`config.mk`:
```
export PLATFORM = sky130hd
export DESIGN_NAME = if_stage_ibuf_flat
export DESIGN_NICKNAME = d
export VERILOG_FILES = /design/src/rtl/if_stage_ibuf_pkg.sv /design/src/rtl/if_stage_ibuf_if.sv /design/src/rtl/gnrl_dfflr.sv /design/src/rtl/if_ibuf.sv /design/src/rtl/if_stage_ibuf.sv /design/src/flat_wrapper.sv
export SDC_FILE = /design/constraint.sdc
export NUM_CORES = 1
export LEC_CHECK = 0
export BUFFER_PORTS_ARGS = -buffer_cell sky130_fd_sc_hd__buf_2
export CAP_MARGIN = 20
export CORE_ASPECT_RATIO = 1.4
export CORE_MARGIN = 3
export CORE_UTILIZATION = 55
export CTS_CLUSTER_DIAMETER = 150
export DETAILED_ROUTE_END_ITERATION = 8
export HOLD_SLACK_MARGIN = 0.05
export PLACE_DENSITY = 0.81
export SLEW_MARGIN = 20
export SYNTH_ARGS = -nofsm -noshare
export SYNTH_HDL_FRONTEND = slang
export SYNTH_SLANG_ARGS = --single-unit
```
`constraint.sdc`:
```
create_clock -name clk -period 8 [get_ports clk]
set_input_delay 0.4 -clock clk [delete_from_list [all_inputs] [get_ports clk]]
set_output_delay 0.4 -clock clk [all_outputs]
set_load 0.005 [all_outputs]
```
`src/rtl/if_stage_ibuf_pkg.sv`:
```
// if_stage_ibuf_pkg: shared fetch-stage constants and helpers.
package if_stage_ibuf_pkg;
    localparam int CPU_XLEN = 32;
    localparam logic [1:0] SRAM_SIZE_WORD = 2'b10;
    function automatic logic misaligned(input logic [1:0] lo);
        return lo != 2'b00;
    endfunction
endpackage

```
`src/rtl/if_stage_ibuf_if.sv`:
```
// if_stage_ibuf_if: instruction SRAM req/addr_ok/data_ok bus.
interface if_stage_ibuf_if import if_stage_ibuf_pkg::*; #(parameter int XLEN = CPU_XLEN);
    logic req;
    logic wr;
    logic [1:0] size;
    logic [3:0] wstrb;
    logic [XLEN-1:0] addr;
    logic [XLEN-1:0] wdata;
    logic addr_ok;
    logic data_ok;
    logic [XLEN-1:0] rdata;
    modport master(output req, wr, size, wstrb, addr, wdata, input addr_ok, data_ok, rdata);
    modport slave(input req, wr, size, wstrb, addr, wdata, output addr_ok, data_ok, rdata);
endinterface

```
`src/rtl/gnrl_dfflr.sv`:
```
// gnrl_dfflr: load-enabled flop with asynchronous active-high reset to zero.
module gnrl_dfflr #(parameter int DW = 1) (
    input  logic          clk,
    input  logic          rst,
    input  logic          lden,
    input  logic [DW-1:0] dnxt,
    output logic [DW-1:0] qout
);
    always_ff @(posedge clk or posedge rst)
        if (rst) qout <= '0;
        else if (lden) qout <= dnxt;
endmodule

```
`src/rtl/if_ibuf.sv`:
```
// if_ibuf: synchronous FIFO with flush; push while full is accepted only alongside a pop.
module if_ibuf #(parameter int DW = 65, parameter int DEPTH = 2) (
    input  logic                     clk,
    input  logic                     rst,
    input  logic                     push,
    input  logic                     pop,
    input  logic                     flush,
    input  logic [DW-1:0]            din,
    output logic [DW-1:0]            dout,
    output logic [$clog2(DEPTH):0]   count,
    output logic                     empty,
    output logic                     full
);
    localparam int AW = $clog2(DEPTH);
    localparam int CW = AW + 1;
    logic [DEPTH-1:0][DW-1:0] mem;
    logic [AW-1:0] wptr, rptr;
    logic wen, ren;
    assign empty = count == '0;
    assign full = count == CW'(DEPTH);
    assign wen = push && (!full || pop) && !flush;
    assign ren = pop && !empty && !flush;
    assign dout = mem[rptr];
    for (genvar i = 0; i < DEPTH; i++) begin : g_mem
        gnrl_dfflr #(.DW(DW)) u_ent (.clk(clk), .rst(rst), .lden(wen && wptr == AW'(i)), .dnxt(din), .qout(mem[i]));
    end
    gnrl_dfflr #(.DW(AW)) u_wptr (.clk(clk), .rst(rst), .lden(1'b1),
        .dnxt(flush ? '0 : wptr + AW'(wen)), .qout(wptr));
    gnrl_dfflr #(.DW(AW)) u_rptr (.clk(clk), .rst(rst), .lden(1'b1),
        .dnxt(flush ? '0 : rptr + AW'(ren)), .qout(rptr));
    gnrl_dfflr #(.DW(CW)) u_cnt (.clk(clk), .rst(rst), .lden(1'b1),
        .dnxt(flush ? '0 : count + CW'(wen) - CW'(ren)), .qout(count));
endmodule

```
`src/rtl/if_stage_ibuf.sv`:
```
// if_stage_ibuf: fetch stage with one outstanding SRAM request, branch cancel,
// ADEF flagging and a registered instruction buffer towards decode.
module if_stage_ibuf import if_stage_ibuf_pkg::*; #(
    parameter int              XLEN       = CPU_XLEN,
    parameter logic [XLEN-1:0] RESET_PC   = XLEN'(32'hbfc00000),
    parameter int              IBUF_DEPTH = 2
) (
    input  logic                 clk,
    input  logic                 reset,
    input  logic                 ds_allowin,
    input  logic [XLEN:0]        br_bus,
    if_stage_ibuf_if.master      inst_sram,
    output logic                 fs_to_ds_valid,
    output logic [2*XLEN:0]      fs_to_ds_bus
);
    localparam int CW = $clog2(IBUF_DEPTH) + 1;
    logic br_taken;
    logic [XLEN-1:0] br_target, fetch_pc, req_pc;
    logic outstanding, cancel, adef_stall;
    logic accept, ret, push_inst, push_adef, pop, empty, full;
    logic [CW-1:0] count;
    assign {br_taken, br_target} = br_bus;
    assign inst_sram.wr = 1'b0;
    assign inst_sram.size = SRAM_SIZE_WORD;
    assign inst_sram.wstrb = '0;
    assign inst_sram.wdata = '0;
    assign inst_sram.addr = fetch_pc;
    // The outstanding request already owns a buffer slot, so it counts against capacity.
    assign inst_sram.req = !reset && !adef_stall && !misaligned(fetch_pc[1:0])
                        && (!outstanding || inst_sram.data_ok)
                        && (count + CW'(outstanding) < CW'(IBUF_DEPTH));
    assign accept = inst_sram.req && inst_sram.addr_ok;
    assign ret = inst_sram.data_ok && outstanding;
    assign push_inst = ret && !cancel && !br_taken;
    assign push_adef = misaligned(fetch_pc[1:0]) && !adef_stall && !outstanding && !full && !br_taken;
    assign pop = fs_to_ds_valid && ds_allowin;
    assign fs_to_ds_valid = !empty;
    if_ibuf #(.DW(2*XLEN+1), .DEPTH(IBUF_DEPTH)) u_ibuf (
        .clk(clk),
        .rst(reset),
        .push(push_inst || push_adef),
        .pop(pop),
        .flush(br_taken),
        .din(push_adef ? {1'b1, fetch_pc, XLEN'(0)} : {1'b0, req_pc, inst_sram.rdata}),
        .dout(fs_to_ds_bus),
        .count(count),
        .empty(empty),
        .full(full)
    );
    always_ff @(posedge clk or posedge reset)
        if (reset) begin
            fetch_pc <= RESET_PC;
            req_pc <= '0;
            outstanding <= 1'b0;
            cancel <= 1'b0;
            adef_stall <= 1'b0;
        end else begin
            fetch_pc <= br_taken ? br_target : accept ? fetch_pc + XLEN'(4) : fetch_pc;
            req_pc <= accept ? fetch_pc : req_pc;
            outstanding <= accept || (outstanding && !inst_sram.data_ok);
            cancel <= br_taken ? ((outstanding && !inst_sram.data_ok) || accept) : cancel && !ret;
            adef_stall <= !br_taken && (adef_stall || push_adef);
        end
endmodule

```
`src/flat_wrapper.sv`:
```
// flat-port wrapper written by rule: the top's interface ports become plain ports
module if_stage_ibuf_flat import if_stage_ibuf_pkg::*;
#(
    parameter int              XLEN       = CPU_XLEN,
    parameter logic [XLEN-1:0] RESET_PC   = XLEN'(32'hbfc00000),
    parameter int              IBUF_DEPTH = 2
)
  (clk, reset, ds_allowin, br_bus, fs_to_ds_valid, fs_to_ds_bus, inst_sram_req, inst_sram_wr, inst_sram_size, inst_sram_wstrb, inst_sram_addr, inst_sram_wdata, inst_sram_addr_ok, inst_sram_data_ok, inst_sram_rdata);
  if_stage_ibuf_if #(.XLEN(XLEN)) inst_sram_i ();
  input  logic clk;
  input  logic reset;
  input  logic ds_allowin;
  input  logic [XLEN:0] br_bus;
  output logic fs_to_ds_valid;
  output logic [2*XLEN:0] fs_to_ds_bus;
  output wire logic [$bits(inst_sram_i.req)-1:0] inst_sram_req;
  output wire logic [$bits(inst_sram_i.wr)-1:0] inst_sram_wr;
  output wire logic [$bits(inst_sram_i.size)-1:0] inst_sram_size;
  output wire logic [$bits(inst_sram_i.wstrb)-1:0] inst_sram_wstrb;
  output wire logic [$bits(inst_sram_i.addr)-1:0] inst_sram_addr;
  output wire logic [$bits(inst_sram_i.wdata)-1:0] inst_sram_wdata;
  input wire logic [$bits(inst_sram_i.addr_ok)-1:0] inst_sram_addr_ok;
  input wire logic [$bits(inst_sram_i.data_ok)-1:0] inst_sram_data_ok;
  input wire logic [$bits(inst_sram_i.rdata)-1:0] inst_sram_rdata;
  assign inst_sram_req = inst_sram_i.req;
  assign inst_sram_wr = inst_sram_i.wr;
  assign inst_sram_size = inst_sram_i.size;
  assign inst_sram_wstrb = inst_sram_i.wstrb;
  assign inst_sram_addr = inst_sram_i.addr;
  assign inst_sram_wdata = inst_sram_i.wdata;
  assign inst_sram_i.addr_ok = inst_sram_addr_ok;
  assign inst_sram_i.data_ok = inst_sram_data_ok;
  assign inst_sram_i.rdata = inst_sram_rdata;
  if_stage_ibuf #(.XLEN(XLEN), .RESET_PC(RESET_PC), .IBUF_DEPTH(IBUF_DEPTH)) u_core (.clk(clk), .reset(reset), .ds_allowin(ds_allowin), .br_bus(br_bus), .inst_sram(inst_sram_i), .fs_to_ds_valid(fs_to_ds_valid), .fs_to_ds_bus(fs_to_ds_bus));
endmodule
```
==> impl_metrics.yaml, run 1 <==
critical_path:
  crit_slowest_cell: "buf_4"
  worstSetupPathType: "flip-flop to flip-flop"
  reg2reg_slack_ns: 4.85
  endpoint_kind: "flip-flop"
  cp_slowest_stage_delay_ns: 0.74
  crit_path_max_fanout: 99
  path_cells: "inv_2 > o221ai_1 > o21ai_0 > o311a_1 > ha_4 > buf_4 > mux2_2"
  worstRegToRegCells: 7
  crit_path_start_kind: "flip-flop"
  r2r_start: "u_core.u_ibuf.u_cnt.qout[1]"
  reg2reg_to: "u_core.u_ibuf.g_mem[0].u_ent.qout[64]"
  worstPathArrival_ns: 3.52
  worstPathRequired_ns: 8.37
detailed_routing:
  wire_per_inst_um: 16.1
  firstDrtPassIters: 5
  antenna_left: 0
  via_per_inst: 5.41
  drt-total-wl_um: 22200
  vias: 7473
  drtIter0Drc: 774
  drc_errors: 0
yosys:
  synth_seq_area_share_pct: 52.3
  syn_area_sq_um: 9630
  synth_common_cells: "dfrtp_1 (192), o21ai_0 (97), inv_1 (77)"
  yosys.area.top_type: "dfrtp_1"
  ys_seq_elements: 201
  async_flop_share_pct: 100
  syn_inst: 1011
  synthDistinctLibCells: 44
  ys.flop_type: "dfrtp_1"
  yosysWarningCount: 0
  yosysMostFrequentCell: "dfrtp_1"
  yosysTopAreaCellShare_pct: 49.9
  ys_top_cells_by_area: "dfrtp_1 (50%), mux2_2 (5.4%), o21ai_0 (5.0%)"
  synth.avg_cell_area_sq_um: 9.53
  synth_edf_count: 0
floorplan:
  rows: 56
  initial_core_util_pct: 56.8
  io_pins: 208
  core_sq_um: 17000
  dieArea_sq_um: 19200
  die_w_um: 118
  die_y_um: 163
clocking:
  cts_tree: "done"
  clk_pin_slew_ns: 0.07
  cts-buffers-inserted: 19
  cts_hold_buf: 0
  h-tree-depth: 1
  clock-sinks: 201
  cts_root_buf: "clkbuf_16"
  post_cts_buffers: 0
  cts_buffer_depth: 3
  ctsResizeCount: 0
  clock_latency_ns: 0.48
global_routing:
  grt.total_usage_pct: 23.0
  grt_pass1_wl_um: 36600
  grt_pass1_vias: 7258
  grt_overflow: 0
  grt_antenna_before_repair: 0
  grt_max_degree: 129
sta:
  max_freq_mhz: 317
  fin_tns_setup_ns: 0
  slew_violations: 0
  setup_violations: 0
  slew_headroom_pct: 26.8
  period_minus_slack_ns: 3.15
  skew_ns: 0.00919
  fin_crit_sh_pct: 39.4
  hold_slack_ns: 0.125
  worst_pin_slew_ns: 1.09
  rsz0062_at_grt: "no"
  finalHoldViolCount: 0
hold_path:
  hold_end: "u_core.inst_sram.addr[23]"
  min_from: "br_bus[23]"
  whs_path_depth: 3
  min_path_type: "primary input to flip-flop"
power_and_ir_drop:
  power-per-cell-area_nw_per_um2: 356
  ir_drop_mv: 0.187
  p_leak_nw: 5.04
outcome:
  status: "completed"
finish:
  layout.cells.non_filler: 1381
  fin_util_pct: 65.4
  nNetsFinal: 1211
  drive_gt1_share_pct: 23.5
  area_delta_synth_final_pct: 15.1
flow_run:
  cap_viol_max_count: 0
place:
  place.gp.congestion: 0.761
  hpwlAfterDp_um: 14600
  dp.cells: 1347
  port_buffers: 168
-- worst max path at each step --
stage / start / endpoint / slack (ns)
after floorplan: reset / u_core.adef_stall / 2.13
after global placement: br_bus[32] / u_core.u_ibuf.g_mem[0].u_ent.qout[64] / 4.88
after detailed placement: br_bus[32] / u_core.u_ibuf.g_mem[0].u_ent.qout[64] / 4.82
after CTS: u_core.u_ibuf.u_cnt.qout[1] / u_core.u_ibuf.g_mem[0].u_ent.qout[64] / 4.83
after global routing: u_core.u_ibuf.u_cnt.qout[1] / u_core.u_ibuf.g_mem[1].u_ent.qout[64] / 4.58
final: u_core.u_ibuf.u_cnt.qout[1] / u_core.u_ibuf.g_mem[0].u_ent.qout[64] / 4.85
-- final cells by class --
| type | count | area, sq um |
|---|---|---|
| Fill cell | 1413 | 5870 |
| Sequential cell | 201 | 5040 |
| Multi-Input combinational cell | 660 | 3910 |
| Timing Repair Buffer | 175 | 906 |
| Clock buffer | 25 | 508 |
| Inverter | 79 | 304 |
| Tap cell | 232 | 290 |
| Clock inverter | 8 | 123 |
| Antenna cell | 1 | 2.50 |
-- report_power, final --
group | switching (mW) | total (mW) | internal, mW | leakage (nW)
sequential | 0.281 | 1.73 | 1.45 | 2.42
clock | 0.375 | 0.921 | 0.546 | 0.298
combinational | 0.705 | 1.30 | 0.598 | 2.32
total | 1.36 | 3.95 | 2.59 | 5.04
-- metal layers --
layer	GRT usage, %	routed length [um]	up-vias
met2	38.9	11200	241
li1	-	-	3597
met3	3.37	1250	32
met4	7.04	455	0
met5	0	0	-
met1	30.9	9370	3603
-- stage by stage --
stage	setup WS, ns	total power, mW	area [sq um]
detailed placement	4.82	3.05	10500
floorplan	2.13	2.54	9770
CTS	4.83	3.99	11100
global placement	4.88	2.99	10400
finish	4.85	3.95	11100
global route	4.58	4.25	11100
-- sequential cells by signal, indices dropped and copies added (netlist names) --
| signal | flops |
|---|---|
| u_core.u_ibuf.u_rptr.qout | 1 |
| u_core.adef_stall | 1 |
| u_core.cancel | 1 |
| u_core.outstanding | 1 |
| u_core.req_pc | 32 |
| u_core.inst_sram.addr | 32 |
| u_core.u_ibuf.u_cnt.qout | 2 |
| u_core.u_ibuf.u_wptr.qout | 1 |
| u_core.u_ibuf.g_mem.u_ent.qout | 130 |
-- critical path: cells and delay by family (launching register included) --
family	cells	cell delay (ns)
flip-flops	1	0.40
AO/OA/AOI/OAI	3	0.94
buffers and inverters	2	0.86
adder cells (fa/ha/maj)	1	0.40
multiplexers	1	0.41
-- cell families after synthesis --
family | Yosys count | share of synthesized area [%]
AOI/OAI and AO/OA | 213 | 11.5
xor gates and xnor gates | 26 | 2.36
adders and majority gates | 5 | 0.649
buffers and inverters | 187 | 8.88
DFF | 201 | 52.3
muxes | 91 | 10.2
other | 2 | 0.0780
and+or+nand+nor | 286 | 13.9
-- cell usage in the layout (no fill, tap or decap), types with 30 or more instances in the layout --
cell type	instances
mux2i_1	30
nor2_1	74
dfrtp_1	191
buf_2	168
a21oi_1	72
mux2_2	46
o21ai_0	97
inv_1	76
nand3_1	73
nand2_1	76
conb_1	39
(Power assumes the default switching activity.)
==> inputs of run 2 (changes only) <==
CORE_UTILIZATION = 50   (was 55)
PLACE_DENSITY = 0.77   (was 0.81)
clock period = 2.6 ns   (was 8 ns; I/O delays follow)
==> run 2 against run 1 <==
  * Worst hold slack improved by 0.26 ns
  * Utilization decreased by 0.44 points
  * Critical endpoint is now u_core.req_pc[23]
  * Critical path depth decreased by 3
  * Combinational power increased to 3.4 times the previous value
  * Global-route usage increased by 0.14 points
  * Sequential share of layout area decreased by 4.1 points
  * Die area increased by 9.6%
  * Via count increased by 6.9%
  * Fmax increased by 32%
  * Register-to-register slack got worse by 4.6 ns
  * Routed wire length increased by 8.5%
  * Setup slack got worse by 4.6 ns
==> impl_metrics.yaml, run 2 (same netlist as run 1, synthesis figures left out) <==
critical_path:
  cp_slowest_stage_delay_ns: 0.83
  critPathTopFamily: "simple AND/OR/NAND/NOR gates"
  cp-startpoint: "u_core.u_ibuf.u_cnt.qout[0]"
  worstPathRequired_ns: 2.97
  path_cells: "and2_1 > o21a_1 > or2_2 > mux2_2"
  path_buf_inv: 0
  crit_path_start_kind: "flip-flop"
  r2r_start: "u_core.u_ibuf.u_cnt.qout[0]"
  worstPathArrival_ns: 2.75
  crit_path_max_fanout: 40
  crit_slowest_cell: "or2_2"
  worstSetupPathType: "flip-flop to flip-flop"
  endpoint_kind: "flip-flop"
global_routing:
  grt.total_usage_pct: 23.1
  grt_pass1_wl_um: 39600
  grt_max_degree: 87
  grt_antenna_before_repair: 1
  grt_pass1_vias: 8069
  grt_overflow: 0
sta:
  worst_pin_slew_ns: 0.954
  rsz0062_at_grt: "no"
  fin_crit_sh_pct: 91.7
  period_minus_slack_ns: 2.38
  skew_ns: 0.0123
  finalHoldViolCount: 0
  slew_violations: 0
  max_freq_mhz: 420
  setup_violations: 0
  slew_headroom_pct: 36.4
  fin_tns_setup_ns: 0
clocking:
  cts_tree: "done"
  cts-buffers-inserted: 20
  cts_hold_buf: 68
  post_cts_buffers: 0
  ctsResizeCount: 0
  h-tree-depth: 1
  clk_pin_slew_ns: 0.07
  cts_buffer_depth: 3
  cts_root_buf: "clkbuf_16"
  clock-sinks: 201
  clock_latency_ns: 0.49
floorplan:
  initial_core_util_pct: 51.4
  die_w_um: 123
  core_sq_um: 18800
  dieArea_sq_um: 21000
  rows: 59
  io_pins: 208
  die_y_um: 170
finish:
  nNetsFinal: 1301
  largest_reg_flops: 130
  layout_commonest_cell: "dfrtp_1"
  area_delta_synth_final_pct: 26.4
  mostFrequentLayoutCells: "dfrtp_1 (191), buf_2 (168), o21ai_0 (97)"
  fin_util_pct: 65.0
  drive_gt1_share_pct: 24.0
  regMostFlops: "u_core.u_ibuf.g_mem.u_ent.qout"
power_and_ir_drop:
  power_switching_mw: 4.31
  ir_drop_mv: 0.727
  switching_share_pct: 33.5
  p_int_mw: 8.55
  p_total_mw: 12.9
  power-per-cell-area_nw_per_um2: 1060
  p_leak_nw: 5.52
  pwr-share-clk_pct: 25.5
  p_comb_share_pct: 34.3
  seq_power_share_pct: 40.1
detailed_routing:
  wire_per_inst_um: 16.3
  drt-total-wl_um: 24100
  vias: 7991
  drc_errors: 0
  firstDrtPassIters: 5
  drtIter0Drc: 571
  via_per_inst: 5.38
  antenna_left: 0
place:
  place.gp.congestion: 0.854
  port_buffers: 168
  hpwlAfterDp_um: 15700
hold_path:
  min_path_type: "primary input to flip-flop"
  min_from: "br_bus[21]"
flow_run:
  cap_viol_max_count: 0
outcome:
  status: "completed"
## run 2: final timing paths
check | to | slack [ns] | cells past startpoint
worst min-delay path | u_core.inst_sram.addr[21] | 0.39 | 4
worst max-delay path | u_core.req_pc[23] | 0.22 | 4
worst min register to register | u_core.req_pc[14] | 0.49 | 1
min in group asynchronous | u_core.adef_stall | 0.45 | 3
max in group asynchronous | u_core.u_ibuf.g_mem[1].u_ent.qout[50] | 1.34 | 4
worst max register to register | u_core.req_pc[23] | 0.22 | 4
## run 2: per-layer routing
layer | global-route usage (%) | share of wire (%) | up-vias
met3 | 3.69 | 6.5 | 57
met1 | 29.2 | 40 | 3842
met2 | 39.9 | 50 | 311
met5 | 0 | 0 | -
met4 | 8.29 | 3.2 | 0
li1 | - | - | 3781
## run 2: tightest hold or removal path, delay by kind of cell
kind | cells | cell delay (ns)
AO/OA/AOI/OAI | 1 | 0.06
buffers and inverters | 2 | 0.60
AND/OR/NAND/NOR | 1 | 0.04
## run 2: stage by stage
step	area [sq um]	worst slack, ns	hold WS, ns	std cells
floorplan	9780	-0.125	0.230	1048
global placement	10700	0.313	0.337	1380
detailed placement	10700	0.261	0.339	1380
CTS	12200	0.218	0.362	1483
global route	12200	0.0555	0.396	1484
finish	12200	0.217	0.387	1484
## run 2: final cells by class
| type | count | area (sq um) |
|---|---|---|
| multi-input cells | 660 | 3910 |
| inverters | 79 | 300 |
| diodes | 1 | 2.50 |
| fillers | 1459 | 6570 |
| well taps | 244 | 305 |
| clock buffers | 26 | 584 |
| repair buffers | 264 | 1860 |
| flip-flops and latches | 201 | 5040 |
| clock inverters | 9 | 175 |
## run 2: power groups by stage
stage,Clock [mW],Combinational [mW],Sequential (mW)
2_1_floorplan,0,2.84,4.98
3_3_place_gp,0,4.19,5.13
3_5_place_dp,0,4.32,5.20
4_1_cts,3.35,4.44,5.15
5_1_grt,3.46,5.02,5.32
6_report,3.28,4.41,5.16
